**config.mk**
```make
export PLATFORM = sky130hd
export DESIGN_NAME = mux_8_way_rr
export DESIGN_NICKNAME = d
export VERILOG_FILES = /design/src/rtl/mux_8_way_rr.sv
export SDC_FILE = /design/constraint.sdc
export NUM_CORES = 1
export LEC_CHECK = 0
export CAP_MARGIN = 10
export CORE_ASPECT_RATIO = 1.25
export CORE_MARGIN = 1
export CORE_UTILIZATION = 38
export CTS_CLUSTER_DIAMETER = 150
export DETAILED_ROUTE_END_ITERATION = 16
export PLACE_DENSITY = 0.83
export SYNTH_ARGS = -nofsm -noshare
export SYNTH_HDL_FRONTEND = slang
export SYNTH_SLANG_ARGS = --single-unit
```
**constraint.sdc**
```tcl
create_clock -name clk -period 4.58 [get_ports clk]
set_input_delay 0.916 -clock clk [delete_from_list [all_inputs] [get_ports clk]]
set_output_delay 0.916 -clock clk [all_outputs]
set_load 0.02 [all_outputs]
```
**src/rtl/mux_8_way_rr.sv**
```systemverilog
// Eight-channel valid/ready merge with round-robin arbitration into a registered
// output stage tagged with the source channel index.
module mux_8_way_rr #(
    parameter int unsigned WIDTH = 16
) (
    input  logic               clk,
    input  logic               reset,
    input  logic [7:0]         in_valid,
    input  logic [8*WIDTH-1:0] in_data,
    output logic [7:0]         in_ready,
    output logic               out_valid,
    input  logic               out_ready,
    output logic [WIDTH-1:0]   out_data,
    output logic [2:0]         out_select
);

    localparam int unsigned N     = 8;
    localparam int unsigned SEL_W = 3;

    logic [SEL_W-1:0] ptr;
    logic [N-1:0]     grant;
    logic [SEL_W-1:0] grant_idx;
    logic             grant_any;
    logic [SEL_W-1:0] cand;
    logic             load_en;
    logic             xfer;
    logic [WIDTH-1:0] words [N];

    // Unpack the flat input bus into per-channel words.
    always_comb begin
        for (int unsigned i = 0; i < N; i++) begin
            words[i] = in_data[i*WIDTH +: WIDTH];
        end
    end

    // Rotating priority search starting at ptr; first valid channel wins.
    always_comb begin
        grant     = '0;
        grant_idx = '0;
        grant_any = 1'b0;
        cand      = '0;
        for (int unsigned k = 0; k < N; k++) begin
            cand = ptr + SEL_W'(k);
            if (!grant_any && in_valid[cand]) begin
                grant[cand] = 1'b1;
                grant_idx   = cand;
                grant_any   = 1'b1;
            end
        end
    end

    // Ready depends only on the output register state and out_ready, never on the new word.
    assign load_en  = !out_valid || out_ready;
    assign in_ready = reset ? '0 : (grant & {N{load_en}});
    assign xfer     = grant_any && load_en && !reset;

    always_ff @(posedge clk or posedge reset) begin
        if (reset) begin
            out_valid  <= 1'b0;
            out_data   <= '0;
            out_select <= '0;
            ptr        <= '0;
        end else if (xfer) begin
            out_valid  <= 1'b1;
            out_data   <= words[grant_idx];
            out_select <= grant_idx;
            ptr        <= grant_idx + SEL_W'(1);
        end else if (out_ready) begin
            out_valid  <= 1'b0;
        end
    end

endmodule
```
==> results of run 1 <==
-- cells by family after synthesis --
logic type	Yosys count	share of synthesized area, %
mux	103	35.5
compound gates	93	25.8
simple gates	75	10.5
buf+inv	37	7.71
flops	23	17.1
fa+ha+maj	7	2.61
xor+xnor	3	0.782
-- timing repair --
action | 4_1_cts | 5_1_grt
gates resized for setup | 43 | 11
setup buffers | 1 | 0
pin swaps | 2 | 4
setup endpoints to repair | 8 | 8
-- cells in the final DEF (no fill, tap or decap), drive strengths merged, types with 2 or more instances in the layout --
cell           netlist  final
a2111oi              2      2
a21o                 3      3
a21oi                7      7
a221oi               3      3
a22o                36     36
and2                 5      5
and3                 2      2
buf                 19     60
clkbuf               8      3
clkdlybuf4s50        0    150
clkinv               1      2
dfrtp               23     23
dlygate4sd2          0      8
ha                   7      7
inv                  9      9
mux2                17     17
mux2i               75     75
mux4                11     11
nand2               36     36
nand2b               3      3
nor2                14     14
nor2b                2      2
nor3                 5      5
o211a                7      7
o21ai                9      9
o31ai               18     18
xnor2                3      3
-- per-stage QoR --
| stage | hold WS [ps] | worst slack [ps] | utilization (%) |
|---|---|---|---|
| 2_1_floorplan | 595 | 31.0 | - |
| 3_3_place_gp | 469 | -581 | 62.3 |
| 3_5_place_dp | 471 | -631 | 62.3 |
| 4_1_cts | 491 | 30.2 | 63.0 |
| 5_1_grt | 514 | -51.7 | 62.9 |
| 6_report | 489 | 73.5 | 62.9 |
-- metal layers --
metal	track usage (%)	up-vias	wire length [um]
met2	48.5	118	6210
met1	27.8	1709	4220
met4	8.33	0	259
met3	2.23	19	518
met5	0	-	0
li1	-	1708	-
-- power by group through the flow --
stage	clock (mW)	sequential (mW)	combinational [mW]
after floorplan	0	0.479	3.61
after detailed placement	0	0.373	4.90
after global placement	0	0.369	4.81
final	0.129	0.369	4.95
after CTS	0.135	0.368	4.93
after global routing	0.142	0.382	5.33
-- registers in the layout (all words and copies together) (netlist names) --
signal	flops
out_data	16
out_select	3
ptr	3
out_valid	1
-- cells in the mapped netlist (8+ instances only) --
| cell | n |
|---|---|
| mux2_1 | 8 |
| mux2_2 | 8 |
| nor2_1 | 14 |
| nand2_1 | 36 |
| mux2i_1 | 75 |
| a22o_1 | 36 |
| inv_1 | 8 |
| dfrtp_1 | 23 |
| mux4_2 | 11 |
| o31ai_2 | 16 |
-- layout make-up --
cell class                 instances  area share [%]
multi-input combinational        281            47.7
timing repair buffer             218            37.4
sequential                        23            10.6
tap                              120            2.76
clock buffer                       3           0.758
inverter                          10           0.689
clock inverter                     1          0.0919
-- worst paths after layout --
kind	start	end	cells after the start
max	in_valid[2]	in_ready[7]	11
min	out_data[12]	out_data[12]	2
max reg2reg	ptr[1]	out_data[13]	15
min reg2reg	out_data[12]	out_data[12]	2
max in group asynchronous	reset	out_data[0]	3
min in group asynchronous	reset	out_valid	3
-- tightest hold or removal path, stage by stage (launching register included) --
cell and delay [ps]:
dfrtp_1 350, nand2_1 60, o31ai_2 50
==> impl_metrics.py, run 1 <==
metrics = {
    "run_status": {
        "outcome": "complete, no violations",
    },
    "detailed_routing": {
        "routed_length_per_placed_instance_um": 17.1,
        "drt_first_pass_iters": 6,
        "ant_nets": 0,
        "drcViolationCount": 0,
        "routed_wirelength_um": 11200,
        "avgViaCountPerCell": 5.42,
        "num_vias": 3554,
        "drt-initial-drc-count": 199,
    },
    "cells_and_area": {
        "multiInputGateArea_um2": 2600,
        "fillCellCount": 733,
        "post_route_cells_drive_above_1_share_pct": 21.8,
        "area_growth_syn_to_layout_pct": 62.1,
        "final_cells": 656,
        "diodes": 0,
        "layout.cell_area.non_filler_um2": 5450,
        "nets": 683,
        "sequential_area_um2": 576,
    },
    "floorplanning": {
        "die_height_um": 107,
        "core.rowCount": 38,
        "initial_utilization_pct": 38.8,
        "io_pins": 167,
        "design.die.area_um2": 9220,
        "die_x_um": 86.1,
        "core_region_area_um2": 8650,
    },
    "logic_synthesis": {
        "syn_avg_cell_area_um2": 9.85,
        "synth-main-ff-cell": "dfrtp_1",
        "synth_edf_count": 0,
        "ys_types": 55,
        "post_synthesis_instance_area_um2": 3360,
        "synth-seq-cells": 23,
        "synthTopCellsByArea": "mux2i_1 22%, dfrtp_1 17%, a22o_1 9.4%",
        "synth.yosys.warnings": 0,
        "postSynthNetCount": 487,
        "synth-seq-area-share_pct": 17.1,
        "netlist_instances": 341,
        "async_flop_share_pct": 100,
        "synthDominantAreaCellType": "mux2i_1",
        "synth_top_area_share_pct": 22.3,
    },
    "clock_network": {
        "clock_sink_count": 23,
        "clk_pin_slew_ps": 90,
        "cts_buffer_depth": 2,
        "clk-insertion-delay-late_ps": 260,
        "holdBufCountCts": 0,
        "cts-htree-levels": 1,
        "cts_tree": "built",
        "cts-root-buf": "clkbuf_8",
        "num_cts_buffers": 3,
    },
    "pwr": {
        "seqPwrFrac_pct": 6.8,
        "p_per_area_nw_per_um2": 1000,
        "cell_internal_pwr_mw": 2.81,
        "comb_power_share_pct": 90.9,
        "ir_drop_mv": 0.782,
        "post_layout_total_power_mw": 5.45,
        "sw_frac_of_total_pct": 48.4,
        "clock_power_share_pct": 2.4,
        "switchingPower_mw": 2.64,
        "static-leakage-power_nw": 2.41,
    },
    "timing": {
        "final_count_of_negative_setup_slack_endpoints": 0,
        "slew_headroom_pct": 26.4,
        "period_share_pct": 98.4,
        "fmax_ghz": 0.222,
        "rsz_0062_raised_after_global_routing": "yes",
        "final.setup_skew_ps": 1.48,
        "fin_tns_setup_ps": 0,
        "fin_max_slew_vios": 0,
        "finalHoldViolCount": 0,
        "tightest_slew_ps": 1100,
        "final.min_clock_period_ps": 4510,
    },
    "grt": {
        "grt-ovfl-total": 0,
        "initial_antenna_violation_count": 0,
        "grt_max_degree": 28,
        "via_count_of_the_first_global_routing_pass": 3737,
        "wire_length_of_the_first_global_routing_pass_um": 18100,
        "grt_util_all_layers_pct": 24.9,
    },
    "worst_setup_path": {
        "critPathTopFamily": "simple AND/OR/NAND/NOR gates",
        "critical_path.max_stage_delay_ps": 540,
        "timing.critical_path.buf_inv": 2,
        "critPathLaunchType": "input port",
        "critPathSlowestCell": "or4_4",
        "worst_ep_arrival_time_ps": 3590,
        "worstSetupEndpointType": "output port",
        "worst-endpoint-required_ps": 3660,
        "cp_max_fo": 6,
        "crit_top_cell": "mux2i_1",
        "r2r_slack_ps": 520,
        "crit_chain": "dlygate4sd2_1 -> mux4_2 -> or4_4 -> nor3_4 -> and3_4 -> mux2i_1 -> mux2i_1 -> nand2_1 -> a21bo_2 -> o211a_1 -> buf_4",
        "setup.worst_path.class": "input port to output port",
    },
    "place": {
        "port_buffers": 166,
        "place_congestion": 0.939,
        "placed_cell_area_um2": 5390,
        "placed_wire_length_estimate_after_detailed_placement_um": 9290,
        "numPlacedInstances": 651,
    },
    "job": {
        "drv.max_cap_violation_count": 0,
    },
    "min_path": {
        "worstHoldPathType": "flip-flop to flip-flop",
    },
}
Power figures use the tool's default switching activity.
==> run 2, diff against run 1 <==
Settings changed: CORE_UTILIZATION 38 to 45, PLACE_DENSITY 0.83 to 0.92.
Clock period 4.58 ns to 5.2 ns, I/O delays scaled along.
==> run 2 against run 1 <==
First-iteration DRC count is 31% lower; non-clock buffer count is 12 lower; via count is 1.3% lower; wire length is 1.1% lower; power is 16% lower; die area is 15% lower; register-to-register slack better by 550 ps; clock power is 14% lower.
==> impl_metrics.py, run 2 (synthesis results as in run 1) <==
metrics = {
    "worst_setup_path": {
        "cp_max_fo": 6,
        "setup.worst_path.class": "input port to output port",
        "worstSetupEndpointType": "output port",
        "regToRegEndpoint": "out_data[13]",
        "worst-endpoint-required_ps": 4160,
        "r2r_cells": 12,
        "critPathLaunchType": "input port",
        "worst_ep_arrival_time_ps": 3980,
        "rr_startpoint": "ptr[0]",
        "r2r_slack_ps": 1070,
    },
    "cells_and_area": {
        "biggestRegsByFlops": "out_data x16, out_select x3, ptr x3",
        "layout_commonest_cell": "clkdlybuf4s50_1",
        "highest_count_cells_in_the_layout_ignoring_fill_and_taps": "158 x clkdlybuf4s50_1, 75 x mux2i_1, 38 x buf_4",
        "largest-register": "out_data",
        "post-route-util_pct": 74.1,
        "nets": 671,
        "diodes": 0,
        "area_growth_syn_to_layout_pct": 56.7,
        "largest_register_ff_count": 16,
        "final_cells": 614,
        "post_route_cells_drive_above_1_share_pct": 19.3,
        "multiInputGateArea_um2": 2550,
        "sequential_area_um2": 576,
        "fillCellCount": 550,
    },
    "grt": {
        "gr-usage-met3_pct": 1.94,
        "grt_util_all_layers_pct": 28.4,
        "grt.busiest_layer": "met2",
        "grt-ovfl-total": 0,
        "wire_length_of_the_first_global_routing_pass_um": 17500,
        "initial_antenna_violation_count": 0,
        "grt.met1_usage_pct": 31.1,
        "via_count_of_the_first_global_routing_pass": 3614,
        "grt_max_degree": 67,
        "grt.met2_usage_pct": 54.8,
    },
    "clock_network": {
        "clk_pin_slew_ps": 80,
        "clock_sink_count": 23,
        "post_cts.repair.setup_buffers": 0,
        "cts_buffer_depth": 2,
        "num_cts_buffers": 3,
        "cts-root-buf": "clkbuf_8",
        "cts_tree": "built",
        "clk-insertion-delay-late_ps": 260,
        "cts-htree-levels": 1,
        "holdBufCountCts": 0,
    },
    "floorplanning": {
        "initial_utilization_pct": 47.3,
        "die_x_um": 79.3,
        "io_pins": 167,
        "core_region_area_um2": 7100,
        "core.rowCount": 34,
        "design.die.area_um2": 7820,
        "die_height_um": 98.6,
    },
    "detailed_routing": {
        "drt_first_pass_iters": 4,
        "drcViolationCount": 0,
        "routed_length_per_placed_instance_um": 18.1,
        "avgViaCountPerCell": 5.71,
        "drt-initial-drc-count": 138,
        "routed_wirelength_um": 11100,
        "num_vias": 3509,
        "ant_nets": 0,
    },
    "place": {
        "place_congestion": 0.975,
        "numPlacedInstances": 609,
        "port_buffers": 166,
        "placed_wire_length_estimate_after_detailed_placement_um": 9120,
    },
    "timing": {
        "tightest_slew_ps": 1010,
        "period_share_pct": 96.6,
        "final.min_clock_period_ps": 5020,
        "fin_max_slew_vios": 0,
        "rsz_0062_raised_after_global_routing": "no",
        "final_count_of_negative_setup_slack_endpoints": 0,
        "final.setup_skew_ps": 0.744,
        "fin_tns_setup_ps": 0,
        "finalHoldViolCount": 0,
        "fmax_ghz": 0.199,
        "slew_headroom_pct": 32.6,
    },
    "pwr": {
        "static-leakage-power_nw": 2.32,
        "ir_drop_mv": 1.02,
        "p_per_area_nw_per_um2": 871,
    },
    "job": {
        "drv.max_cap_violation_count": 0,
    },
    "min_path": {
        "worst_hold_path.endpoint": "out_data[1]",
        "timing.hold.worst_path_depth": 2,
        "hold_start": "out_data[1]",
        "worstHoldPathType": "flip-flop to flip-flop",
    },
    "run_status": {
        "outcome": "complete, no violations",
    },
}
## run 2: cell count changes in the layout (fill, tap and decap cells not counted), sizes merged
| cell | previous run | this run |
|---|---|---|
| clkbuf | 3 | 10 |
| dlygate4sd2 | 8 | 0 |
| clkdlybuf4s50 | 150 | 158 |
| buf | 60 | 41 |
## run 2: worst max-delay path, cell delays in order
cell and delay (ps):
clkdlybuf4s50_1 500, buf_4 180, mux4_2 510, nand2_1 120
o21ai_0 130, and3_2 260, mux2_2 270, nor2_1 140
a21oi_2 60, buf_4 140, mux2_2 270, o211a_1 210
clkbuf_2 150
## run 2: layout make-up
class,instances,share of cell area [%]
Clock buffer,3,0.784
Clock inverter,1,0.0951
Inverter,10,0.713
Multi-Input combinational cell,281,48.5
Sequential cell,23,10.9
Tap cell,90,2.14
Timing Repair Buffer,206,36.8
## run 2: worst max-delay path by stage
stage	slack, ps	startpoint	to	cells after the start
4_1_cts	0.3	in_valid[3]	in_ready[2]	12
6_report	180	in_valid[1]	in_ready[2]	13
3_5_place_dp	-280	in_valid[3]	in_ready[6]	11
3_3_place_gp	-180	in_valid[2]	in_ready[3]	12
5_1_grt	6	in_valid[3]	in_ready[2]	12
2_1_floorplan	300	ptr[0]	in_ready[6]	13
## run 2: power breakdown
part / internal, mW / switching, mW
clock network: 0.0535 / 0.0572
logic: 1.98 / 2.18
registers: 0.275 / 0.0475
## run 2: what timing repair did
item | 4_1_cts | 5_1_grt
gates cloned | 0 | 0
endpoints found under the hold margin | 0 | 0
pin swaps | 0 | 0
resized for setup | 12 | 18
setup endpoints to repair | 8 | 8
## run 2: metrics by stage
stage	setup WS, ps	cell area [um2]	hold WS [ps]	total power [mW]
after floorplan	302	3360	595	3.58
after CTS	0.283	5280	489	4.52
after global placement	-184	5240	468	4.32
after detailed placement	-282	5240	470	4.42
after global routing	6.40	5260	518	4.87
final	179	5260	486	4.58
## run 2: per-layer routing
layer	wire (um)	part of all wire, %
met1	4250	38
met2	6060	55
met3	394	3.6
met4	391	3.5
met5	0	0
==> run 3, diff against run 2 <==
Settings changed: CORE_UTILIZATION 45 to 38, PLACE_DENSITY 0.92 to 0.83.
Clock period 5.2 ns to 4.5 ns, I/O delays scaled along.
==> run 3 against run 2 <==
Core utilization fell by 11 points; worst hold slack got worse by 3.1 ps; register-to-register slack got worse by 710 ps; global-route usage fell by 4.1 points; non-clock buffer count rose by 11; sequential power rose by 17%; clock skew rose by 8.4 ps; critical path depth fell by 2; wire length fell by 0.59%; final area rose by 3.4%; clock power rose by 14%; count of clock-buffer cells in the layout did not move; critical endpoint is now in_ready[6]; largest power group unchanged; highest routed layer unchanged.
==> impl_metrics.py, run 3 (synthesis results as in run 1) <==
metrics = {
    "run_status": {
        "outcome": "complete, no violations",
    },
    "detailed_routing": {
        "ant_nets": 0,
        "drcViolationCount": 0,
        "avgViaCountPerCell": 5.42,
        "routed_wirelength_um": 11000,
        "num_vias": 3552,
        "drt_first_pass_iters": 4,
        "routed_length_per_placed_instance_um": 16.8,
        "drt-initial-drc-count": 139,
    },
    "cells_and_area": {
        "area_growth_syn_to_layout_pct": 62.1,
        "largest-register": "out_data",
        "nets": 682,
        "diodes": 0,
        "layout.cell_area.non_filler_um2": 5450,
        "fillCellCount": 763,
        "biggestRegsByFlops": "out_data x16, out_select x3, ptr x3",
        "largest_register_ff_count": 16,
        "post-route-util_pct": 62.9,
        "post_route_cells_drive_above_1_share_pct": 23.2,
        "highest_count_cells_in_the_layout_ignoring_fill_and_taps": "150 x clkdlybuf4s50_1, 73 x mux2i_1, 50 x buf_4",
        "layout_commonest_cell": "clkdlybuf4s50_1",
    },
    "worst_setup_path": {
        "worst-endpoint-required_ps": 3600,
        "critPathLaunchType": "input port",
        "rr_startpoint": "ptr[0]",
        "critPathTopFamily": "simple AND/OR/NAND/NOR gates",
        "r2r_slack_ps": 360,
        "worstSetupEndpointType": "output port",
        "critPathSlowestCell": "or4_4",
        "timing.critical_path.buf_inv": 2,
        "cp_max_fo": 4,
        "setup.worst_path.class": "input port to output port",
        "worst_ep_arrival_time_ps": 3520,
        "critical_path.max_stage_delay_ps": 540,
        "regToRegEndpoint": "out_data[14]",
        "crit_chain": "dlygate4sd2_1 -> mux4_2 -> or4_4 -> nor3_4 -> and3_4 -> mux2_2 -> nor2_1 -> a21oi_2 -> nand2_1 -> a311oi_4 -> buf_6",
        "r2r_cells": 14,
    },
    "floorplanning": {
        "die_x_um": 86.1,
        "core_region_area_um2": 8650,
        "initial_utilization_pct": 38.8,
        "core.rowCount": 38,
        "io_pins": 167,
        "design.die.area_um2": 9220,
        "die_height_um": 107,
    },
    "timing": {
        "period_share_pct": 98.3,
        "final.setup_skew_ps": 9.15,
        "fin_max_slew_vios": 0,
        "fmax_ghz": 0.226,
        "tightest_slew_ps": 1130,
        "slew_headroom_pct": 24.7,
        "finalHoldViolCount": 0,
        "rsz_0062_raised_after_global_routing": "yes",
        "final.min_clock_period_ps": 4420,
        "final_count_of_negative_setup_slack_endpoints": 0,
    },
    "job": {
        "drv.max_cap_violation_count": 0,
    },
    "clock_network": {
        "cts-htree-levels": 1,
        "cts_tree": "built",
        "clk-insertion-delay-late_ps": 260,
        "cts_buffer_depth": 2,
        "cts-root-buf": "clkbuf_8",
        "clk_pin_slew_ps": 70,
        "num_cts_buffers": 3,
        "holdBufCountCts": 0,
        "clock_sink_count": 23,
    },
    "min_path": {
        "hold_start": "out_data[1]",
        "worst_hold_path.endpoint": "out_data[1]",
        "worstHoldPathType": "flip-flop to flip-flop",
        "timing.hold.worst_path_depth": 2,
    },
    "grt": {
        "grt_max_degree": 27,
        "wire_length_of_the_first_global_routing_pass_um": 17700,
        "grt_util_all_layers_pct": 24.4,
        "via_count_of_the_first_global_routing_pass": 3649,
        "grt-ovfl-total": 0,
        "initial_antenna_violation_count": 0,
    },
    "pwr": {
        "static-leakage-power_nw": 2.39,
        "p_per_area_nw_per_um2": 1020,
        "ir_drop_mv": 0.691,
    },
    "place": {
        "port_buffers": 166,
        "place_congestion": 0.939,
        "placed_cell_area_um2": 5370,
        "placed_wire_length_estimate_after_detailed_placement_um": 9150,
    },
}
run 3: repair_timing:
| action | in CTS | in global routing |
|---|---|---|
| setup endpoints to repair | 8 | 8 |
| pin swaps | 4 | 5 |
| resized for setup | 47 | 16 |
| buffers inserted | 2 | 1 |
run 3: through the flow:
stage | hold slack, ps | total power, mW | std cells | TNS, ps | setup slack [ps]
6_report | 483 | 5.53 | 655 | 0 | 75.7
5_1_grt | 503 | 5.93 | 655 | -9.60 | -9.60
4_1_cts | 490 | 5.53 | 654 | 0 | 19.1
3_5_place_dp | 471 | 5.36 | 648 | -7510 | -727
3_3_place_gp | 469 | 5.26 | 648 | -5700 | -633
2_1_floorplan | 595 | 4.16 | 341 | 0 | 66.4
run 3: routing by layer:
layer	routed length (um)	track usage (%)	part of all wire [%]	vias to the layer above
li1	-	-	-	1707
met1	4120	26.7	37	1693
met2	6200	47.4	56	129
met3	441	2.85	4.0	23
met4	265	8.33	2.4	0
met5	0	0	0	-
run 3: worst max path at each step:
stage	start	end	slack [ps]	depth (start not counted)
2_1_floorplan	ptr[0]	in_ready[6]	70	13
4_1_cts	in_valid[3]	in_ready[7]	20	11
3_3_place_gp	in_valid[1]	in_ready[6]	-630	11
3_5_place_dp	in_valid[3]	in_ready[6]	-730	11
5_1_grt	in_valid[2]	in_ready[6]	-10	11
6_report	in_valid[7]	in_ready[6]	80	11
run 3: final cells by class:
cell class / instances / area, um2 / share of cell area (%)
Sequential cell: 23 / 576 / 10.6
Clock inverter: 1 / 5.00 / 0.0919
Timing Repair Buffer: 217 / 2030 / 37.3
Inverter: 10 / 38.8 / 0.712
Multi-Input combinational cell: 281 / 2600 / 47.8
Tap cell: 120 / 150 / 2.76
Clock buffer: 3 / 41.3 / 0.758
run 3: worst min-delay path, stage by stage (launching register included):
cell	delay, ps
dfrtp_1	340
nand2_1	60
o31ai_2	50
run 3: power by group:
group | internal, mW | switching [mW]
logic | 2.46 | 2.57
clock network | 0.0617 | 0.0641
registers | 0.318 | 0.0603
